<file path="config.mk">
export PLATFORM = sky130hd
export DESIGN_NAME = fp_norm_round
export DESIGN_NICKNAME = d
export VERILOG_FILES = /design/src/rtl/fp_norm_round.sv
export SDC_FILE = /design/constraint.sdc
export NUM_CORES = 1
export LEC_CHECK = 0
export CORE_MARGIN = 5
export CORE_UTILIZATION = 40
export DETAILED_ROUTE_END_ITERATION = 10
export PLACE_DENSITY = 0.64
export SYNTH_ARGS = -nofsm -noshare
export SYNTH_HDL_FRONTEND = slang
export SYNTH_SLANG_ARGS = --single-unit
export TNS_END_PERCENT = 50
</file>
<file path="constraint.sdc">
create_clock -name clock -period 6.2 [get_ports clock]
set_clock_uncertainty 0.05 [all_clocks]
set_input_delay 0.93 -clock clock [delete_from_list [all_inputs] [get_ports clock]]
set_output_delay 0.93 -clock clock [all_outputs]
set_load 0.05 [all_outputs]
</file>
<file path="src/rtl/fp_norm_round.sv">
`default_nettype none
// ============================================================================
//  Module   : fp_norm_round
//  Purpose  : Normalises a 48-bit significand product, rounds it to nearest
//             even and packs it into IEEE-754 single precision with saturation.
//  Revision : 1.0  initial release
// ============================================================================
module fp_norm_round (
    input  logic        clock,
    input  logic        reset,
    input  logic        start,
    input  logic        sign_in,
    input  logic [9:0]  exp_in,
    input  logic [47:0] mant_in,
    output logic [31:0] produto,
    output logic        done,
    output logic        busy,
    output logic        overflow,
    output logic        underflow
);

    typedef enum logic [1:0] {
        S_IDLE  = 2'd0,
        S_NORM  = 2'd1,
        S_ROUND = 2'd2,
        S_PACK  = 2'd3
    } state_t;

    state_t      state_q,   state_d;
    logic        sign_q,    sign_d;
    logic [10:0] exp_q,     exp_d;
    logic [47:0] mant_q,    mant_d;
    logic [23:0] sig_q,     sig_d;
    logic        guard_q,   guard_d;
    logic        sticky_q,  sticky_d;
    logic        zero_q,    zero_d;
    logic [31:0] produto_q, produto_d;
    logic        done_q,    done_d;
    logic        ovf_q,     ovf_d;
    logic        unf_q,     unf_d;

    logic        round_up;
    logic [24:0] round_sum;

    always_ff @(posedge clock) begin
        if (!reset) begin
            state_q   <= S_IDLE;
            sign_q    <= 1'b0;
            exp_q     <= 11'd0;
            mant_q    <= 48'd0;
            sig_q     <= 24'd0;
            guard_q   <= 1'b0;
            sticky_q  <= 1'b0;
            zero_q    <= 1'b0;
            produto_q <= 32'd0;
            done_q    <= 1'b0;
            ovf_q     <= 1'b0;
            unf_q     <= 1'b0;
        end else begin
            state_q   <= state_d;
            sign_q    <= sign_d;
            exp_q     <= exp_d;
            mant_q    <= mant_d;
            sig_q     <= sig_d;
            guard_q   <= guard_d;
            sticky_q  <= sticky_d;
            zero_q    <= zero_d;
            produto_q <= produto_d;
            done_q    <= done_d;
            ovf_q     <= ovf_d;
            unf_q     <= unf_d;
        end
    end

    always_comb begin
        state_d   = state_q;
        sign_d    = sign_q;
        exp_d     = exp_q;
        mant_d    = mant_q;
        sig_d     = sig_q;
        guard_d   = guard_q;
        sticky_d  = sticky_q;
        zero_d    = zero_q;
        produto_d = produto_q;
        ovf_d     = ovf_q;
        unf_d     = unf_q;
        done_d    = 1'b0;
        round_up  = guard_q & (sticky_q | sig_q[0]);
        round_sum = {1'b0, sig_q} + {24'd0, round_up};

        case (state_q)
            S_IDLE: begin
                if (start) begin
                    sign_d  = sign_in;
                    // Sign-extend so a +2 adjustment at the top of the range cannot wrap
                    exp_d   = {exp_in[9], exp_in};
                    mant_d  = mant_in;
                    state_d = S_NORM;
                end
            end
            S_NORM: begin
                zero_d = (mant_q == 48'd0);
                if (mant_q[47]) begin
                    sig_d    = mant_q[47:24];
                    guard_d  = mant_q[23];
                    sticky_d = |mant_q[22:0];
                    exp_d    = exp_q + 11'd1;
                end else begin
                    sig_d    = mant_q[46:23];
                    guard_d  = mant_q[22];
                    sticky_d = |mant_q[21:0];
                end
                state_d = S_ROUND;
            end
            S_ROUND: begin
                if (round_sum[24]) begin
                    sig_d = round_sum[24:1];
                    exp_d = exp_q + 11'd1;
                end else begin
                    sig_d = round_sum[23:0];
                end
                state_d = S_PACK;
            end
            S_PACK: begin
                done_d = 1'b1;
                ovf_d  = 1'b0;
                unf_d  = 1'b0;
                if (zero_q) begin
                    produto_d = {sign_q, 31'd0};
                end else if ($signed(exp_q) >= $signed(11'd255)) begin
                    produto_d = {sign_q, 8'hFF, 23'd0};
                    ovf_d     = 1'b1;
                end else if ($signed(exp_q) <= $signed(11'd0)) begin
                    produto_d = {sign_q, 31'd0};
                    unf_d     = 1'b1;
                end else begin
                    produto_d = {sign_q, exp_q[7:0], sig_q[22:0]};
                end
                state_d = S_IDLE;
            end
            default: state_d = S_IDLE;
        endcase
    end

    assign produto   = produto_q;
    assign done      = done_q;
    assign busy      = (state_q != S_IDLE);
    assign overflow  = ovf_q;
    assign underflow = unf_q;

endmodule
`default_nettype wire

</file>
==> results of run 1 <==
-- registers in the layout (all words and copies together) (netlist names) --
signal	cells
sig_q	24
state_q	2
overflow	1
exp_q	11
guard_q	1
sign_q	1
sticky_q	1
zero_q	1
underflow	1
produto	32
mant_q	48
done	1
-- worst reg2reg max path, stage by stage (launching register included) --
cell and delay, ns:
dfxtp_1 0.37, o21a_1 0.14, ha_1 0.21, ha_1 0.27, nand4_4 0.18, or4_4 0.59, o21ai_2 0.81, nand2_1 0.39
o211ai_1 0.29
-- area by class of cell --
| cell class | count | area, um2 | area share (%) |
|---|---|---|---|
| multi-input combinational | 530 | 3126 | 41.46 |
| sequential | 124 | 2482 | 32.93 |
| timing repair buffer | 106 | 1039 | 13.78 |
| clock buffer | 24 | 471.7 | 6.257 |
| tap | 184 | 230.2 | 3.054 |
| clock inverter | 7 | 137.6 | 1.826 |
| inverter | 14 | 52.55 | 0.6971 |
-- report_power, final --
part / internal, uW / switching, uW / leakage (uW)
sequential: 964 / 223 / 0.00101
clock: 690 / 336 / 0.000294
combinational: 375 / 684 / 0.00132
total: 2030 / 1240 / 0.00262
-- logic make-up (layout without fill, tap and decap cells) --
logic type,count (synthesis),after routing,synth area share [%]
AO/OA/AOI/OAI,206,206,21.73
XOR/XNOR,9,9,1.337
adder cells (fa/ha/maj),10,10,2.122
buffers and inverters,70,151,4.901
flip-flops,124,124,42.10
multiplexers,29,29,4.965
AND/OR/NAND/NOR,276,276,22.85
-- metrics by stage --
| step | util (%) | hold WS, ns | instances | power, uW | cell area [um2] |
|---|---|---|---|---|---|
| after floorplan | - | 0.3860 | 724 | 1934 | 5897 |
| after global routing | 52.07 | 0.4303 | 989 | 3458 | 7538 |
| after detailed placement | 47.86 | 0.3982 | 958 | 2245 | 6929 |
| final | 52.07 | 0.4026 | 989 | 3272 | 7538 |
| after global placement | 47.86 | 0.3928 | 958 | 2217 | 6929 |
| after CTS | 52.07 | 0.4054 | 989 | 3274 | 7538 |
-- layout by cell type (no fill, tap or decap), drive strengths merged, types with 3 or more instances in the layout --
cell type and count:
a211oi 7, clkdlybuf4s50 97, dfxtp 124, nor4 22, a22oi 3, nor3 11
xor2 7, nand2b 3, nor2 40, mux2i 27, inv 13, o211ai 9
bufinv 4, o21a 7, or4 12, clkbuf 24, o21ai 24, nand2 126
clkinv 3, nor2b 8, ha 10, buf 9, a31oi 13, nand3 26
a22o 23, and3 3, o221ai 6, nand4 13, a21oi 101, and2 3
-- worst max-delay path by stage --
| stage | cells past startpoint | endpoint | slack (ns) |
|---|---|---|---|
| 3_3_place_gp | 8 | exp_q[9] | 3.01 |
| 5_1_grt | 8 | exp_q[9] | 2.59 |
| 3_5_place_dp | 8 | exp_q[5] | 2.88 |
| 2_1_floorplan | 8 | sig_q[0] | 3.79 |
| 6_report | 8 | exp_q[10] | 2.80 |
| 4_1_cts | 8 | exp_q[10] | 2.85 |
-- routing by layer --
layer  vias to the layer above  routed length, um  global-route usage, %
li1                       2755                  -                      -
met1                      2583               7646                  25.73
met2                       216               7026                  26.83
met3                        33               1152                  4.778
met4                         0                396                  8.800
met5                         -                  0                      0
==> flow_metrics.py, run 1 <==
metrics = {
    "synth": {
        "yosysMostFrequentCell": "nand2_1",
        "synth.distinct_cells": 59,
        "syn_nets": 796,
        "seq_area_frac_synth_pct": 42.10,
        "netlist.area_leader.share_pct": 42.10,
        "async_flop_share_pct": 0,
        "synth_top_area_cell": "dfxtp_1",
        "synthFlopType": "dfxtp_1",
        "ys_warn_count": 0,
        "yosys-top-cells-area": "dfxtp_1 42%, a21oi_1 8.6%, nand2_1 8.0%, mux2i_1 4.6%, a22o_1 3.4%",
        "synth_edf_count": 0,
        "synth_cells": 724,
        "synth_seq_cells": 124,
        "syn_avg_cell_area_um2": 8.145,
        "netlist_area_um2": 5897,
        "ys_top_cells_by_count": "126 x nand2_1, 124 x dfxtp_1, 101 x a21oi_1",
    },
    "setup_path": {
        "path_cells": "o21a_1, ha_1, ha_1, nand4_4, or4_4, o21ai_2, nand2_1, o211ai_1",
        "worstReg2RegStart": "sig_q[0]",
        "crit_family": "compound AO/OA/AOI/OAI gates",
        "critPathSlowestCell": "o21ai_2",
        "required_ns": 6.48,
        "crit_path_max_fanout": 20,
        "path_common_cell": "ha_1",
        "rrSetupSlack_ns": 2.80,
        "arrival_ns": 3.67,
        "critPathBufInv": 0,
        "crit_type": "flip-flop to flip-flop",
        "r2r_end": "exp_q[10]",
        "critPathCaptureType": "flip-flop",
        "crit_path_start_kind": "flip-flop",
        "slowest_delay_ns": 0.81,
        "startpoint": "sig_q[0]",
        "r2r_cells": 8,
    },
    "sta": {
        "fin_tns_setup_ns": 0,
        "fin_crit_ns": 3.395,
        "drv_slew": 0,
        "rsz0062_at_grt": "false",
        "max_clock_freq_ghz": 0.2945,
        "post-route-period-util_pct": 54.76,
        "relSlewSlack_pct": 30.20,
        "worst_slack_ns": 2.805,
        "hold_violations": 0,
        "worstMarginPinSlew_ns": 1.047,
        "setup_viol": 0,
    },
    "global_route": {
        "grt_use_total_pct": 18.53,
        "grt_pass1_wl_um": 26730,
        "grt_overflow": 0,
        "grt_max_degree": 79,
        "antenna_found_initial": 0,
        "grt_pass1_vias": 5428,
    },
    "cts": {
        "clockRootBuffer": "clkbuf_16",
        "cts_tree": "yes",
        "clock_sinks": 124,
        "post_cts_buffers": 0,
        "ctsResizeCount": 0,
        "h-tree-depth": 4,
        "clockBufferDepth": 2,
        "hold_buffers": 0,
        "cts.clk_slew.worst_paths_ns": 0.05,
        "cts_buffers": 17,
        "clk_latency_ns": 0.42,
    },
    "floorplan": {
        "die_h_um": 131.4,
        "num_rows": 44,
        "fp.dieW_um": 131.4,
        "die_area_um2": 17270,
        "initial_utilization_pct": 40.73,
        "core_um2": 14480,
        "boundaryPins": 98,
    },
    "power_and_ir_drop": {
        "vdd_drop_max_v": 0.0002110,
        "p_leak_uw": 0.002622,
        "p_per_area_nw_per_um2": 434.0,
    },
    "flow_run": {
        "maxCapViolations": 0,
    },
    "layout": {
        "drive_gt1_share_pct": 5.963,
        "area.growth.synth_to_final_pct": 27.84,
        "diodes": 0,
        "n_fill_cell": 1341,
        "final_nets": 865,
    },
    "hold_path": {
        "whs_path_depth": 2,
        "hold_path.class": "flip-flop to flip-flop",
        "holdPathEnd": "mant_q[3]",
        "holdCritStartpoint": "mant_q[3]",
    },
    "placement": {
        "gp_routability_congestion": 0.9259,
        "numPortBuffers": 97,
        "dp.final_hpwl_um": 11410,
        "pre_cts_slack_ns": 2.876,
    },
    "drt": {
        "dr.pass1.iters": 5,
        "drtIter0Drc": 463,
        "via_per_inst": 5.649,
        "wl_per_cell_um": 16.40,
        "drcViolationCount": 0,
        "totalWireLength_um": 16220,
        "num_vias": 5587,
        "ant_nets": 0,
    },
    "outcome": {
        "run_status": "completed",
    },
}
(Power assumes the default switching activity.)
==> run 2: changes to the inputs <==
- clock period: 6.2 -> 3.2 ns (I/O delays scaled with it)
==> run 2 against run 1 <==
Against the previous run:
- global-route usage increased by 0.95 points
- largest power group unchanged
- clock power increased by 79%
- largest cell class unchanged
- wire length increased by 3.8%
- combinational power increased by 100%
==> flow_metrics.py, run 2 (synthesis gave the netlist of run 1 again) <==
metrics = {
    "sta": {
        "fin_crit_ns": 2.868,
        "rsz0062_at_grt": "false",
        "max_clock_freq_ghz": 0.3487,
        "relSlewSlack_pct": 48.25,
        "hold_violations": 0,
        "worstMarginPinSlew_ns": 0.7703,
        "worst_slack_ns": 0.3321,
        "drv_slew": 0,
        "post-route-period-util_pct": 89.62,
        "fin_tns_setup_ns": 0,
        "setup_viol": 0,
    },
    "setup_path": {
        "critPathBufInv": 1,
        "r2r_end": "exp_q[2]",
        "crit_family": "compound AO/OA/AOI/OAI gates",
        "path_cells": "o21a_1, ha_1, ha_1, nand4_4, or4_4, o21ai_2, buf_4, a41oi_1, a31oi_1",
        "critPathCaptureType": "flip-flop",
        "crit_path_max_fanout": 9,
        "worstReg2RegStart": "sig_q[0]",
        "slowest_delay_ns": 0.60,
        "arrival_ns": 3.15,
        "required_ns": 3.49,
        "rrSetupSlack_ns": 0.33,
        "path_common_cell": "ha_1",
        "crit_type": "flip-flop to flip-flop",
        "r2r_cells": 9,
        "crit_path_start_kind": "flip-flop",
        "critPathSlowestCell": "or4_4",
    },
    "drt": {
        "totalWireLength_um": 16840,
        "drcViolationCount": 0,
        "dr.pass1.iters": 5,
        "wl_per_cell_um": 16.87,
        "drtIter0Drc": 479,
        "via_per_inst": 5.671,
        "ant_nets": 0,
        "num_vias": 5660,
    },
    "layout": {
        "n_fill_cell": 1339,
        "final_common_cell": "nand2_1",
        "diodes": 0,
        "final_cell_mix": "126 x nand2_1, 124 x dfxtp_1, 101 x a21oi_1, 97 x clkdlybuf4s50_1, 40 x nor2_1",
        "area.growth.synth_to_final_pct": 28.56,
        "final_nets": 874,
        "largest_register_ffs": 48,
        "regMostFlops": "mant_q",
        "drive_gt1_share_pct": 7.617,
    },
    "power_and_ir_drop": {
        "p_leak_uw": 0.002646,
        "vdd_drop_max_v": 0.0004584,
        "p_int_uw": 3782,
        "pwr-share-seq_pct": 36.5,
        "switching_share_pct": 39.63,
        "p_per_area_nw_per_um2": 826.4,
        "clockPowerShare_pct": 29.3,
        "power.switching_uw": 2483,
        "p_comb_share_pct": 34.2,
    },
    "floorplan": {
        "core_um2": 14480,
        "die_h_um": 131.4,
        "fp.dieW_um": 131.4,
        "num_rows": 44,
        "boundaryPins": 98,
        "die_area_um2": 17270,
        "initial_utilization_pct": 40.73,
    },
    "global_route": {
        "grt_max_degree": 54,
        "grt_pass1_vias": 5534,
        "grt_overflow": 0,
        "antenna_found_initial": 0,
        "grt_use_total_pct": 19.48,
        "grt_pass1_wl_um": 28190,
    },
    "cts": {
        "cts_tree": "yes",
        "clockBufferDepth": 2,
        "cts_buffers": 17,
        "clk_latency_ns": 0.42,
        "hold_buffers": 0,
        "h-tree-depth": 4,
        "cts.clk_slew.worst_paths_ns": 0.06,
        "ctsResizeCount": 0,
        "clock_sinks": 124,
        "clockRootBuffer": "clkbuf_16",
        "post_cts_buffers": 0,
    },
    "placement": {
        "dp.final_hpwl_um": 12180,
        "gp_routability_congestion": 0.8797,
        "numPortBuffers": 97,
        "pre_cts_slack_ns": 0.3782,
    },
    "outcome": {
        "run_status": "completed",
    },
    "hold_path": {
        "whs_path_depth": 2,
        "holdCritStartpoint": "mant_q[12]",
        "holdPathEnd": "mant_q[12]",
        "hold_path.class": "flip-flop to flip-flop",
    },
    "flow_run": {
        "maxCapViolations": 0,
    },
}
==> run 2: cell types whose count changed in the layout (fill, tap and decap cells not counted) <==
cell,delta
buf_4,+8
bufinv_16,-3
clkinvlp_4,+4
buf_12,+1
clkbuf_1,-5
clkinv_4,+1
clkbuf_8,+2
clkinv_2,+1
==> run 2: final cells by class <==
cell class | count | area [um2] | share of cell area, %
clock buffers | 21 | 480.5 | 6.338
multi-input cells | 530 | 3126 | 41.23
repair buffers | 115 | 1119 | 14.75
well taps | 184 | 230.2 | 3.037
flip-flops and latches | 124 | 2482 | 32.74
inverters | 14 | 52.55 | 0.6932
clock inverters | 10 | 91.34 | 1.205
==> run 2: power by group through the flow <==
stage,logic (uW),clock network (uW),registers [uW]
6_report,2140,1840,2290
4_1_cts,2140,1860,2280
5_1_grt,2390,1930,2340
3_3_place_gp,2110,0,2290
2_1_floorplan,1550,0,2200
3_5_place_dp,2130,0,2310
==> run 2: worst max path at each step <==
stage / to / depth (start not counted) / slack [ns] / from
floorplan: sig_q[0] / 8 / 0.79 / sig_q[0]
global placement: exp_q[2] / 9 / 0.47 / sig_q[0]
detailed placement: exp_q[2] / 9 / 0.38 / sig_q[0]
CTS: exp_q[2] / 9 / 0.36 / sig_q[0]
global route: exp_q[2] / 9 / 0.18 / sig_q[0]
finish: exp_q[2] / 9 / 0.33 / sig_q[0]
==> run 2: worst min-delay path: cells and delay by family (launching register included) <==
family | cells | cell delay (ns)
AO/OA/AOI/OAI | 1 | 0.05
flip-flops | 1 | 0.31
AND/OR/NAND/NOR | 1 | 0.05
==> run 2: layer usage <==
metal	vias to the layer above	global-route usage [%]	routed length (um)
met5	-	0	0
met4	0	6.000	244
met3	25	5.237	1296
met2	227	28.92	7456
met1	2630	27.66	7843
li1	2778	-	-
==> run 2: per-stage QoR <==
step / total power, uW / utilization (%) / area (um2) / hold WS (ns) / cells
global route: 6663 / 52.36 / 7581 / 0.4225 / 998
finish: 6265 / 52.36 / 7581 / 0.4056 / 998
CTS: 6274 / 52.36 / 7581 / 0.4052 / 998
global placement: 4401 / 48.41 / 7009 / 0.3942 / 967
floorplan: 3747 / - / 5897 / 0.3860 / 724
detailed placement: 4440 / 48.41 / 7009 / 0.3976 / 967
